## src/rtl/adc_acq_ctrl_if.sv

```systemverilog
// adc_acq_ctrl_if: control, ADC pin and sample-stream signals of the ADC
// acquisition controller. The slave side is the controller itself; the master
// side is whatever drives start/abort and the ADC data bus.
interface adc_acq_ctrl_if #(
    parameter int ADC_W = 8,
    parameter int IDX_W = 11
);
    logic             start;
    logic             abort;
    logic [ADC_W-1:0] adc_data;
    logic             adc_clk;
    logic             adc_oe_n;
    logic             busy;
    logic [ADC_W-1:0] smp_data;
    logic [IDX_W-1:0] smp_idx;
    logic             smp_valid;
    logic             line_done;

    modport master (
        output start, abort, adc_data,
        input  adc_clk, adc_oe_n, busy, smp_data, smp_idx, smp_valid, line_done
    );

    modport slave (
        input  start, abort, adc_data,
        output adc_clk, adc_oe_n, busy, smp_data, smp_idx, smp_valid, line_done
    );
endinterface

```

## src/rtl/adc_acq_ctrl.sv

```systemverilog
// adc_acq_ctrl: divides clk down to the ADC conversion clock, drives the ADC
// output enable, discards PIPE_LAT pipeline captures after start and then
// streams SAMPLES indexed samples with a one-cycle valid strobe each.
// Optional build macro ADC_TEST_PATTERN_EN: captured data is replaced by the
// low ADC_W bits of the sample index (ramp); timing is unchanged.
module adc_acq_ctrl #(
    parameter int CLK_DIV  = 10,
    parameter int ADC_W    = 8,
    parameter int SAMPLES  = 1024,
    parameter int PIPE_LAT = 3,
    parameter int IDX_W    = 11
) (
    input  logic          clk,
    input  logic          rst,
    adc_acq_ctrl_if.slave bus
);
    localparam int DIV_W = (CLK_DIV > 1) ? $clog2(CLK_DIV) : 1;
    localparam int FL_W  = (PIPE_LAT > 1) ? $clog2(PIPE_LAT) : 1;
    localparam logic [DIV_W-1:0] DIV_LAST = DIV_W'(CLK_DIV - 1);
    localparam logic [DIV_W-1:0] DIV_HALF = DIV_W'(CLK_DIV / 2);
    localparam logic [FL_W-1:0]  FL_LAST  = FL_W'((PIPE_LAT > 0) ? PIPE_LAT - 1 : 0);
    localparam logic [IDX_W-1:0] IDX_LAST = IDX_W'(SAMPLES - 1);

    typedef enum logic [1:0] {IDLE, FLUSH, ACQ, DONE} state_t;

    state_t           state_q, state_d;
    logic [DIV_W-1:0] div_cnt_q, div_cnt_d;
    logic [FL_W-1:0]  flush_cnt_q, flush_cnt_d;
    logic [IDX_W-1:0] smp_cnt_q, smp_cnt_d;
    logic             adc_clk_q, adc_clk_d;
    logic             adc_oe_n_q, adc_oe_n_d;
    logic             busy_q, busy_d;
    logic [ADC_W-1:0] smp_data_q, smp_data_d;
    logic [IDX_W-1:0] smp_idx_q, smp_idx_d;
    logic             smp_valid_q, smp_valid_d;
    logic             line_done_q, line_done_d;
    logic             cap_edge;
    logic [ADC_W-1:0] cap_data;

    // Source of the captured value: real ADC bus or the index ramp.
`ifdef ADC_TEST_PATTERN_EN
    logic [ADC_W+IDX_W-1:0] idx_ext;
    assign idx_ext  = {{ADC_W{1'b0}}, smp_cnt_q};
    assign cap_data = idx_ext[ADC_W-1:0];
`else
    assign cap_data = bus.adc_data;
`endif

    // Free-running divider, sequencer next state and registered output values.
    always_comb begin
        cap_edge    = (div_cnt_q == DIV_LAST);
        div_cnt_d   = cap_edge ? '0 : div_cnt_q + 1'b1;
        adc_clk_d   = (div_cnt_q >= DIV_HALF);
        state_d     = state_q;
        flush_cnt_d = flush_cnt_q;
        smp_cnt_d   = smp_cnt_q;
        smp_data_d  = smp_data_q;
        smp_idx_d   = smp_idx_q;
        smp_valid_d = 1'b0;

        case (state_q)
            IDLE: begin
                if (bus.start && !bus.abort) begin
                    flush_cnt_d = '0;
                    smp_cnt_d   = '0;
                    state_d     = (PIPE_LAT == 0) ? ACQ : FLUSH;
                end
            end
            FLUSH: begin
                if (bus.abort) begin
                    state_d = IDLE;
                end else if (cap_edge) begin
                    if (flush_cnt_q == FL_LAST) begin
                        smp_cnt_d = '0;
                        state_d   = ACQ;
                    end else begin
                        flush_cnt_d = flush_cnt_q + 1'b1;
                    end
                end
            end
            ACQ: begin
                if (bus.abort) begin
                    state_d = IDLE;
                end else if (smp_valid_q && smp_idx_q == IDX_LAST) begin
                    // Final strobe is on the bus this cycle; end-of-line follows it.
                    state_d = DONE;
                end else if (cap_edge) begin
                    smp_data_d  = cap_data;
                    smp_idx_d   = smp_cnt_q;
                    smp_valid_d = 1'b1;
                    if (smp_cnt_q != IDX_LAST) begin
                        smp_cnt_d = smp_cnt_q + 1'b1;
                    end
                end
            end
            DONE: begin
                state_d = IDLE;
            end
            default: begin
                state_d = IDLE;
            end
        endcase

        // Outputs are registered so they line up with the state they describe.
        line_done_d = (state_d == DONE);
        busy_d      = (state_d != IDLE);
        adc_oe_n_d  = (state_d == IDLE);
    end

    // State and output registers with synchronous reset.
    always_ff @(posedge clk) begin
        if (rst) begin
            state_q     <= IDLE;
            div_cnt_q   <= '0;
            flush_cnt_q <= '0;
            smp_cnt_q   <= '0;
            adc_clk_q   <= 1'b0;
            adc_oe_n_q  <= 1'b1;
            busy_q      <= 1'b0;
            smp_data_q  <= '0;
            smp_idx_q   <= '0;
            smp_valid_q <= 1'b0;
            line_done_q <= 1'b0;
        end else begin
            state_q     <= state_d;
            div_cnt_q   <= div_cnt_d;
            flush_cnt_q <= flush_cnt_d;
            smp_cnt_q   <= smp_cnt_d;
            adc_clk_q   <= adc_clk_d;
            adc_oe_n_q  <= adc_oe_n_d;
            busy_q      <= busy_d;
            smp_data_q  <= smp_data_d;
            smp_idx_q   <= smp_idx_d;
            smp_valid_q <= smp_valid_d;
            line_done_q <= line_done_d;
        end
    end

    assign bus.adc_clk   = adc_clk_q;
    assign bus.adc_oe_n  = adc_oe_n_q;
    assign bus.busy      = busy_q;
    assign bus.smp_data  = smp_data_q;
    assign bus.smp_idx   = smp_idx_q;
    assign bus.smp_valid = smp_valid_q;
    assign bus.line_done = line_done_q;
endmodule
```

## src/flat_wrapper.sv

```systemverilog
// flat-port wrapper written by rule: the top's interface ports become plain ports
module adc_acq_ctrl_flat 
#(
    parameter int CLK_DIV  = 10,
    parameter int ADC_W    = 8,
    parameter int SAMPLES  = 1024,
    parameter int PIPE_LAT = 3,
    parameter int IDX_W    = 11
)
  (clk, rst, bus_start, bus_abort, bus_adc_data, bus_adc_clk, bus_adc_oe_n, bus_busy, bus_smp_data, bus_smp_idx, bus_smp_valid, bus_line_done);
  adc_acq_ctrl_if #(.ADC_W(ADC_W), .IDX_W(IDX_W)) bus_i ();
  input  logic clk;
  input  logic rst;
  input wire logic [$bits(bus_i.start)-1:0] bus_start;
  input wire logic [$bits(bus_i.abort)-1:0] bus_abort;
  input wire logic [$bits(bus_i.adc_data)-1:0] bus_adc_data;
  output wire logic [$bits(bus_i.adc_clk)-1:0] bus_adc_clk;
  output wire logic [$bits(bus_i.adc_oe_n)-1:0] bus_adc_oe_n;
  output wire logic [$bits(bus_i.busy)-1:0] bus_busy;
  output wire logic [$bits(bus_i.smp_data)-1:0] bus_smp_data;
  output wire logic [$bits(bus_i.smp_idx)-1:0] bus_smp_idx;
  output wire logic [$bits(bus_i.smp_valid)-1:0] bus_smp_valid;
  output wire logic [$bits(bus_i.line_done)-1:0] bus_line_done;
  assign bus_i.start = bus_start;
  assign bus_i.abort = bus_abort;
  assign bus_i.adc_data = bus_adc_data;
  assign bus_adc_clk = bus_i.adc_clk;
  assign bus_adc_oe_n = bus_i.adc_oe_n;
  assign bus_busy = bus_i.busy;
  assign bus_smp_data = bus_i.smp_data;
  assign bus_smp_idx = bus_i.smp_idx;
  assign bus_smp_valid = bus_i.smp_valid;
  assign bus_line_done = bus_i.line_done;
  adc_acq_ctrl #(.CLK_DIV(CLK_DIV), .ADC_W(ADC_W), .SAMPLES(SAMPLES), .PIPE_LAT(PIPE_LAT), .IDX_W(IDX_W)) u_core (.clk(clk), .rst(rst), .bus(bus_i));
endmodule
```

## config.mk

```make
export PLATFORM = sky130hd
export DESIGN_NAME = adc_acq_ctrl_flat
export DESIGN_NICKNAME = d
export VERILOG_FILES = /design/src/rtl/adc_acq_ctrl_if.sv /design/src/rtl/adc_acq_ctrl.sv /design/src/flat_wrapper.sv
export SDC_FILE = /design/constraint.sdc
export NUM_CORES = 1
export LEC_CHECK = 0
export CORE_MARGIN = 4
export CORE_UTILIZATION = 45
export CTS_CLUSTER_SIZE = 24
export DETAILED_ROUTE_END_ITERATION = 16
export PLACE_DENSITY = 0.75
export SLEW_MARGIN = 10
export SYNTH_ARGS = -nofsm -noshare
export SYNTH_HDL_FRONTEND = slang
export SYNTH_SLANG_ARGS = --single-unit
```

## constraint.sdc

```tcl
create_clock -name clk -period 2 [get_ports clk]
set_input_delay 0.2 -clock clk [delete_from_list [all_inputs] [get_ports clk]]
set_output_delay 0.2 -clock clk [all_outputs]
set_load 0.1 [all_outputs]
```

==> flow_metrics.env, run 1 <==
export IMPL_drtIter0Drc=91
export IMPL_rsz0062_at_grt="false"
export IMPL_yosysTopAreaCellShare=0.4399
export IMPL_grt_pass1_vias=1594
export IMPL_die_w_um=73.95
export IMPL_h_tree_depth=2
export IMPL_start_util=0.4755
export IMPL_nNetsFinal=273
export IMPL_worstPathMaxFanout=8
export IMPL_antenna_found_initial=0
export IMPL_ff2ff_setup_slack_ps=110
export IMPL_ys_flop_type="dfxtp_1"
export IMPL_setup_viol=0
export IMPL_final_cell_mix="buf_4 (35), dfxtp_1 (31), nor2_1 (25)"
export IMPL_worstSetupEndpointType="register"
export IMPL_hold_viol_final=0
export IMPL_gp_congestion=0.8447
export IMPL_status="completed"
export IMPL_clk_latency_ps=300
export IMPL_peakVddDrop_mv=0.2981
export IMPL_postCtsSetupRepairBufs=0
export IMPL_row_count=23
export IMPL_insertedDiodeCount=0
export IMPL_synth_edff_count=0
export IMPL_via_per_inst=5.433
export IMPL_power_mw=1.669
export IMPL_slew_headroom=0.6967
export IMPL_routed_via_count=1668
export IMPL_crit_path_max_incr_delay_ps=410
export IMPL_final_setup_worst_slack_ps=105.0
export IMPL_wl_mm=4.443
export IMPL_synthArstFlopShare=0
export IMPL_dp_slack_ps=97.96
export IMPL_clk_transition_reported_paths_ps=80
export IMPL_slowest_stage="dfxtp_1"
export IMPL_path_buf_inv=0
export IMPL_crit_arrival_ps=2090
export IMPL_fin_tns_setup_ps=0
export IMPL_cellPowerDensity_nw_per_um2=663.8
export IMPL_syn_nets=230
export IMPL_critPathKind="reg2reg"
export IMPL_die_area_um2=5468
export IMPL_syn_instance_count=213
export IMPL_slew_violations=0
export IMPL_fillers=350
export IMPL_post_dp_hpwl_mm=3.305
export IMPL_p_leak_nw=1.189
export IMPL_cp_cell_sequence="ha_1 -> and4b_2 -> a211oi_1 -> o31a_4 -> a211o_1"
export IMPL_yosys_top_cells_area="dfxtp_1 (44%), mux2i_1 (11%), nor2_1 (4.8%)"
export IMPL_postSynthAreaPerCell_um2=9.187
export IMPL_wire_per_inst_um=14.47
export IMPL_drive_above_1_share=0.2412
export IMPL_synthToLayoutAreaGrowth_pct=28.45
export IMPL_skew_ps=4.928
export IMPL_cts_path_max_buffers=2
export IMPL_hold_class="reg2reg"
export IMPL_holdWs_ps=488.8
export IMPL_worst_ep_required_time_ps=2190
export IMPL_final_cell_area_um2=2514
export IMPL_synth_area_um2=1957
export IMPL_pin_count=36
export IMPL_max_freq_mhz=527.7
export IMPL_min_period_ps=1895
export IMPL_dieHeight_um=73.95
export IMPL_startpoint_type="register"
export IMPL_ys_ff_latch=43
export IMPL_clock_root_buffer="clkbuf_8"
export IMPL_yosysTopAreaCell="dfxtp_1"
export IMPL_port_buffers=35
export IMPL_synth_cell_types=44
export IMPL_tightest_slew_ps=450.9
export IMPL_firstDrtPassIters=5
export IMPL_yosysSeqAreaShare=0.4399
export IMPL_max_cap_violations=0
export IMPL_grt_overflow=0
export IMPL_final_common_cell="buf_4"
export IMPL_grt_max_degree=21
export IMPL_ant_nets=0
export IMPL_drcViolationCount=0
export IMPL_clock_sinks=43
export IMPL_ys_warn_count=0
export IMPL_cts_tree="done"
export IMPL_numCtsBuffers=5
export IMPL_grt_usage=0.1728
export IMPL_fin_crit_sh=0.9475
export IMPL_place_area_um2=2400
export IMPL_cpLargestDelayFamily="compound AO/OA/AOI/OAI gates"
export IMPL_design_core_area_um2=4115
export IMPL_grt_pass1_wl_mm=7.348
==> final timing paths <==
path	start	endpoint	cells past startpoint
worst max-delay path	u_core.div_cnt_q[0]	u_core.smp_cnt_q[4]	5
worst min register to register	u_core.flush_cnt_q[1]	u_core.flush_cnt_q[1]	2
worst max register to register	u_core.div_cnt_q[0]	u_core.smp_cnt_q[4]	5
worst min-delay path	u_core.flush_cnt_q[1]	u_core.flush_cnt_q[1]	2
==> routing by layer <==
metal	track usage	up-vias	routed length, um
met5	0	-	0
met3	0.04189	5	243
met4	0.06640	0	62
met1	0.2260	764	2115
met2	0.2756	36	2022
li1	-	863	-
==> Yosys cell counts, drive strengths merged (2+ instances only) <==
master,number
dfxtp,43
o21ai,7
nor4,11
nand4,4
nor3,6
buf,4
and3,7
nand2b,4
nor2,25
inv,7
a211o,6
clkbuf,7
nand2,10
nor2b,5
xnor2,2
o31ai,2
or4,2
ha,5
a211oi,2
nor3b,3
mux2i,21
a21oi,8
nand3,5
==> metrics by stage <==
| step | util | instances |
|---|---|---|
| 3_5_place_dp | 0.5832 | 299 |
| 4_1_cts | 0.6105 | 307 |
| 5_1_grt | 0.6108 | 307 |
| 2_1_floorplan | - | 213 |
| 3_3_place_gp | 0.5832 | 299 |
| 6_report | 0.6108 | 307 |
==> power breakdown <==
| part | total [mW] | internal [mW] | switching, mW |
|---|---|---|---|
| Combinational | 0.113 | 0.0511 | 0.0619 |
| Clock | 0.681 | 0.372 | 0.309 |
| Sequential | 0.875 | 0.864 | 0.0103 |
==> worst min-delay path, cell delays in order, from the launching register on <==
cell     delay, ps
dfxtp_1        320
o21ai_0         70
a21oi_1         60
==> sequential cells by signal, indices dropped and copies added, names as in the netlist <==
signal                cells
u_core.flush_cnt_q        2
u_core.bus.adc_oe_n       1
u_core.div_cnt_q          4
u_core.bus.smp_data       8
u_core.bus.adc_clk        1
u_core.bus.busy           1
u_core.bus.smp_idx       11
u_core.bus.line_done      1
u_core.smp_cnt_q         11
u_core.state_q            2
u_core.bus.smp_valid      1
==> cells by family (layout without fill, tap and decap cells) <==
group                      count (synthesis)  after routing  synth area share
and+or+nand+nor                           92             92            0.2577
DFF                                       43             43            0.4399
AOI/OAI and AO/OA                         32             32            0.1177
muxes                                     21             21            0.1074
buffers and inverters                     18             62           0.03645
adders and majority gates                  5              5           0.03197
xor gates and xnor gates                   2              2          0.008953
==> cell type report <==
class,instances,area (um2),share of cell area
Timing Repair Buffer,47,392.9,0.1563
Clock buffer,5,68.82,0.02738
Tap cell,50,62.56,0.02489
Sequential cell,43,875.8,0.3484
Multi-Input combinational cell,152,1044,0.4151
Clock inverter,3,43.79,0.01742
Inverter,7,26.28,0.01045
==> repair_timing <==
item,CTS,global route
gates resized for setup,0,1
setup endpoints to repair,0,6
hold buffers,0,0
hold endpoints to repair,0,0
Note: power is estimated with default switching activity, not from simulation.
==> inputs of run 2 (changes only) <==
==> constraint.sdc (replaced) <==
create_clock -name clk -period 1.85 [get_ports clk]
set_input_delay 0.185 -clock clk [delete_from_list [all_inputs] [get_ports clk]]
set_output_delay 0.185 -clock clk [all_outputs]
set_load 0.1 [all_outputs]
==> flow_metrics.env, run 2 (synthesis gave the netlist of run 1 again) <==
export IMPL_status="completed"
export IMPL_p_leak_nw=1.215
export IMPL_die_w_um=73.95
export IMPL_design_core_area_um2=4115
export IMPL_grt_overflow=0
export IMPL_dieHeight_um=73.95
export IMPL_wire_per_inst_um=14.98
export IMPL_grt_pass1_wl_mm=7.541
export IMPL_power_mw=1.642
export IMPL_critPathKind="reg2reg"
export IMPL_wl_mm=4.720
export IMPL_numCtsBuffers=5
export IMPL_cts_resized_gates=0
export IMPL_cellPowerDensity_nw_per_um2=626.3
export IMPL_post_dp_hpwl_mm=3.454
export IMPL_cts_tree="done"
export IMPL_grt_pass1_vias=1629
export IMPL_h_tree_depth=2
export IMPL_slew_violations=0
export IMPL_max_cap_violations=0
export IMPL_grt_max_degree=24
export IMPL_swShare=0.2407
export IMPL_drive_above_1_share=0.2830
export IMPL_drtIter0Drc=85
export IMPL_max_freq_mhz=565.8
export IMPL_insertedDiodeCount=0
export IMPL_hold_class="reg2reg"
export IMPL_pwr_share_seq=0.565
export IMPL_clock_root_buffer="clkbuf_8"
export IMPL_synthToLayoutAreaGrowth_pct=33.95
export IMPL_clk_transition_reported_paths_ps=80
export IMPL_final_setup_worst_slack_ps=82.61
export IMPL_firstDrtPassIters=4
export IMPL_fin_crit_sh=0.9553
export IMPL_dp_slack_ps=-26.22
export IMPL_slew_headroom=0.6676
export IMPL_cts_path_max_buffers=2
export IMPL_grt_usage=0.1782
export IMPL_holdBufCountCts=0
export IMPL_row_count=23
export IMPL_postCtsSetupRepairBufs=0
export IMPL_drcViolationCount=0
export IMPL_die_area_um2=5468
export IMPL_via_per_inst=5.594
export IMPL_worst_ep_required_time_ps=2040
export IMPL_clock_sinks=43
export IMPL_switchingPower_mw=0.3952
export IMPL_peakVddDrop_mv=0.3051
export IMPL_hold_viol_final=0
export IMPL_p_comb_frac=0.084
export IMPL_routed_via_count=1762
export IMPL_p_clk_frac=0.351
export IMPL_gp_congestion=0.8989
export IMPL_tightest_slew_ps=494.1
export IMPL_skew_ps=4.275
export IMPL_start_util=0.4755
export IMPL_startpoint_type="register"
export IMPL_worstSetupEndpointType="register"
export IMPL_antenna_found_initial=0
export IMPL_final_common_cell="buf_4"
export IMPL_final_cell_mix="buf_4 (42), dfxtp_1 (30), nor2_1 (25)"
export IMPL_nNetsFinal=281
export IMPL_crit_arrival_ps=1960
export IMPL_worstPathMaxFanout=8
export IMPL_setup_viol=0
export IMPL_clk_latency_ps=290
export IMPL_p_int_mw=1.247
export IMPL_port_buffers=35
export IMPL_ant_nets=0
export IMPL_pin_count=36
export IMPL_min_period_ps=1767
run 2: final timing paths:
| path | startpoint | endpoint | slack [ps] | depth (start not counted) |
|---|---|---|---|---|
| max | u_core.div_cnt_q[1] | u_core.smp_cnt_q[7] | 80 | 6 |
| min | u_core.flush_cnt_q[1] | u_core.flush_cnt_q[1] | 490 | 2 |
| max reg2reg | u_core.div_cnt_q[1] | u_core.smp_cnt_q[7] | 80 | 6 |
| min reg2reg | u_core.flush_cnt_q[1] | u_core.flush_cnt_q[1] | 490 | 2 |
run 2: through the flow:
stage | util | hold WS, ps | cell area (um2) | TNS (ps) | cells
global placement | 0.6096 | 466.8 | 2509 | 0 | 307
CTS | 0.6303 | 486.3 | 2594 | 0 | 315
finish | 0.6370 | 489.8 | 2621 | 0 | 315
floorplan | - | 264.3 | 2008 | 0 | 213
global route | 0.6370 | 521.7 | 2621 | -14.46 | 315
detailed placement | 0.6096 | 477.4 | 2509 | -117.1 | 307
run 2: final cells by class:
type	count	area, um2
Clock buffer	6	72.57
Timing Repair Buffer	55	465.4
Tap cell	50	62.56
Multi-Input combinational cell	152	1077
Inverter	7	26.28
Fill cell	347	1494
Sequential cell	43	904.6
Clock inverter	2	12.51
run 2: power by group through the flow:
stage | Combinational [mW] | Clock [mW] | Sequential, mW
floorplan | 0.0544 | 0 | 0.968
global placement | 0.131 | 0 | 0.949
detailed placement | 0.134 | 0 | 0.949
CTS | 0.135 | 0.600 | 0.927
global route | 0.149 | 0.642 | 0.930
finish | 0.138 | 0.576 | 0.928
run 2: critical path: stages, from the launching register on:
cell and delay, ps:
dfxtp_2 330, inv_1 70, ha_2 190, and4b_2 320
a211oi_2 110, o31a_4 340, a211o_1 300
run 2: metal layers:
layer,vias to the layer above,wire length [um],track usage
met5,-,0,0
met4,0,80,0.06841
met3,10,259,0.05135
met2,45,2195,0.2835
met1,829,2186,0.2289
li1,878,-,-
==> inputs of run 3 (changes only) <==
--- a/config.mk
+++ b/config.mk
@@ -9,7 +9,8 @@
 export CORE_UTILIZATION = 45
 export CTS_CLUSTER_SIZE = 24
 export DETAILED_ROUTE_END_ITERATION = 16
-export PLACE_DENSITY = 0.75
+export DONT_BUFFER_PORTS = 1
+export PLACE_DENSITY = 0.65
 export SLEW_MARGIN = 10
 export SYNTH_ARGS = -nofsm -noshare
 export SYNTH_HDL_FRONTEND = slang
==> flow_metrics.env, run 3 (synthesis gave the netlist of run 1 again) <==
export IMPL_status="completed"
export IMPL_min_delay_worst_endpoint="u_core.bus.adc_oe_n"
export IMPL_grt_max_degree=29
export IMPL_die_w_um=73.95
export IMPL_skew_ps=6.321
export IMPL_reg2regPathDepth=6
export IMPL_h_tree_depth=2
export IMPL_slew_violations=0
export IMPL_critPathKind="reg2reg"
export IMPL_hold_class="in2reg"
export IMPL_cpLargestDelayFamily="compound AO/OA/AOI/OAI gates"
export IMPL_path_buf_inv=1
export IMPL_post_dp_hpwl_mm=3.430
export IMPL_min_period_ps=1782
export IMPL_fin_cells=302
export IMPL_grt_pass1_vias=1628
export IMPL_pin_count=36
export IMPL_cts_tree="done"
export IMPL_drcViolationCount=0
export IMPL_tightest_slew_ps=1059
export IMPL_whs_path_depth=1
export IMPL_via_per_inst=5.795
export IMPL_max_freq_mhz=561.1
export IMPL_cts_path_max_buffers=2
export IMPL_row_count=23
export IMPL_cellPowerDensity_nw_per_um2=651.7
export IMPL_crit_arrival_ps=1970
export IMPL_final_common_cell="buf_4"
export IMPL_port_buffers=0
export IMPL_grt_overflow=0
export IMPL_fin_crit_sh=0.9633
export IMPL_fillers=342
export IMPL_holdWs_ps=20.66
export IMPL_synthToLayoutAreaGrowth_pct=28.32
export IMPL_grt_pass1_wl_mm=7.500
export IMPL_numCtsBuffers=5
export IMPL_clk_transition_reported_paths_ps=80
export IMPL_design_core_area_um2=4115
export IMPL_dp_cells=289
export IMPL_ff2ff_setup_slack_ps=70
export IMPL_setup_viol=0
export IMPL_peakVddDrop_mv=0.4231
export IMPL_gp_congestion=0.8521
export IMPL_final_cell_mix="buf_4 (38), dfxtp_1 (30), nor2_1 (25)"
export IMPL_r2r_end="u_core.smp_cnt_q[4]"
export IMPL_drtIter0Drc=91
export IMPL_drive_above_1_share=0.2817
export IMPL_clock_sinks=43
export IMPL_insertedDiodeCount=0
export IMPL_wl_mm=4.697
export IMPL_worstSetupEndpointType="register"
export IMPL_fin_util=0.6102
export IMPL_p_leak_nw=1.152
export IMPL_grt_usage=0.1757
export IMPL_crit_path_max_incr_delay_ps=410
export IMPL_routed_via_count=1750
export IMPL_startpoint_type="register"
export IMPL_cp_cell_sequence="inv_1 -> ha_4 -> and4bb_2 -> o31ai_4 -> o31a_4 -> a211o_1"
export IMPL_worst_ep_required_time_ps=2030
export IMPL_rsz0062_at_grt="false"
export IMPL_ant_nets=0
export IMPL_nNetsFinal=268
export IMPL_hold_viol_final=0
export IMPL_wire_per_inst_um=15.55
export IMPL_dieHeight_um=73.95
export IMPL_max_cap_violations=0
export IMPL_die_area_um2=5468
export IMPL_worstPathMaxFanout=8
export IMPL_slowest_stage="o31a_4"
export IMPL_min_from="bus_start"
export IMPL_r2r_start="u_core.div_cnt_q[1]"
export IMPL_start_util=0.4755
export IMPL_slew_headroom=0.2915
export IMPL_firstDrtPassIters=4
export IMPL_clock_root_buffer="clkbuf_8"
export IMPL_antenna_found_initial=0
export IMPL_clk_latency_ps=300
-- run 3: changes by cell type in the layout (fill, tap and decap cells not counted), sizes merged --
cell	before	now
buf	44	40
clkbuf	6	5
clkinv	1	0
clkdlybuf4s50	11	0
inv	7	8
clkinvlp	1	2
dlygate4sd3	0	2
-- run 3: routing by layer --
layer	wire length, um	GRT usage	vias up
met5	0	0	-
met4	41	0.04829	0
met3	455	0.05000	4
met2	2252	0.3012	77
met1	1948	0.2155	816
li1	-	-	853
-- run 3: final cells by class --
cell class	count	area, um2	share of cell area
inverter	7	26.28	0.01046
clock inverter	3	23.77	0.009467
multi-input combinational	152	1080	0.4300
clock buffer	5	68.82	0.02740
sequential	43	904.6	0.3602
tap	50	62.56	0.02491
timing repair buffer	42	345.3	0.1375
-- run 3: metrics by stage --
step	area [um2]	total power [mW]	TNS, ps	setup WS (ps)
floorplan	2008	1.022	0	13.40
global placement	2346	1.030	0	55.83
detailed placement	2346	1.034	-207.0	-46.02
CTS	2476	1.648	0	30.94
global route	2511	1.700	0	3.795
finish	2511	1.636	0	67.86
-- run 3: worst max-delay path by stage --
stage                     cells after the start              startpoint                endpoint
after floorplan                               4  u_core.bus.smp_idx[10]     u_core.smp_cnt_q[3]
after global routing                          7     u_core.div_cnt_q[1]     u_core.smp_cnt_q[1]
final                                         6     u_core.div_cnt_q[1]     u_core.smp_cnt_q[4]
after global placement                        6     u_core.div_cnt_q[1]     u_core.smp_cnt_q[6]
after detailed placement                      6     u_core.div_cnt_q[1]     u_core.smp_cnt_q[4]
after CTS                                     8     u_core.div_cnt_q[1]  u_core.bus.smp_data[0]
-- run 3: timing repair --
action / 4_1_cts / 5_1_grt
endpoints found under the hold margin: 28 / 0
resized for setup: 3 / 4
hold buffers: 2 / 0
buffers inserted: 1 / 2
setup endpoints to repair: 6 / 18
pin swaps: 2 / 0
-- run 3: worst reg2reg max path: cells and delay by family (launching register included) --
kind / cells / cell delay [ps]
AND/OR/NAND/NOR: 1 / 270
adder cells (fa/ha/maj): 1 / 160
flip-flops: 1 / 340
AO/OA/AOI/OAI: 3 / 810
buffers and inverters: 1 / 100
-- run 3: report_power, final --
group	internal [mW]	switching, mW
Clock	0.270	0.335
Combinational	0.0376	0.0645
Sequential	0.919	0.0100
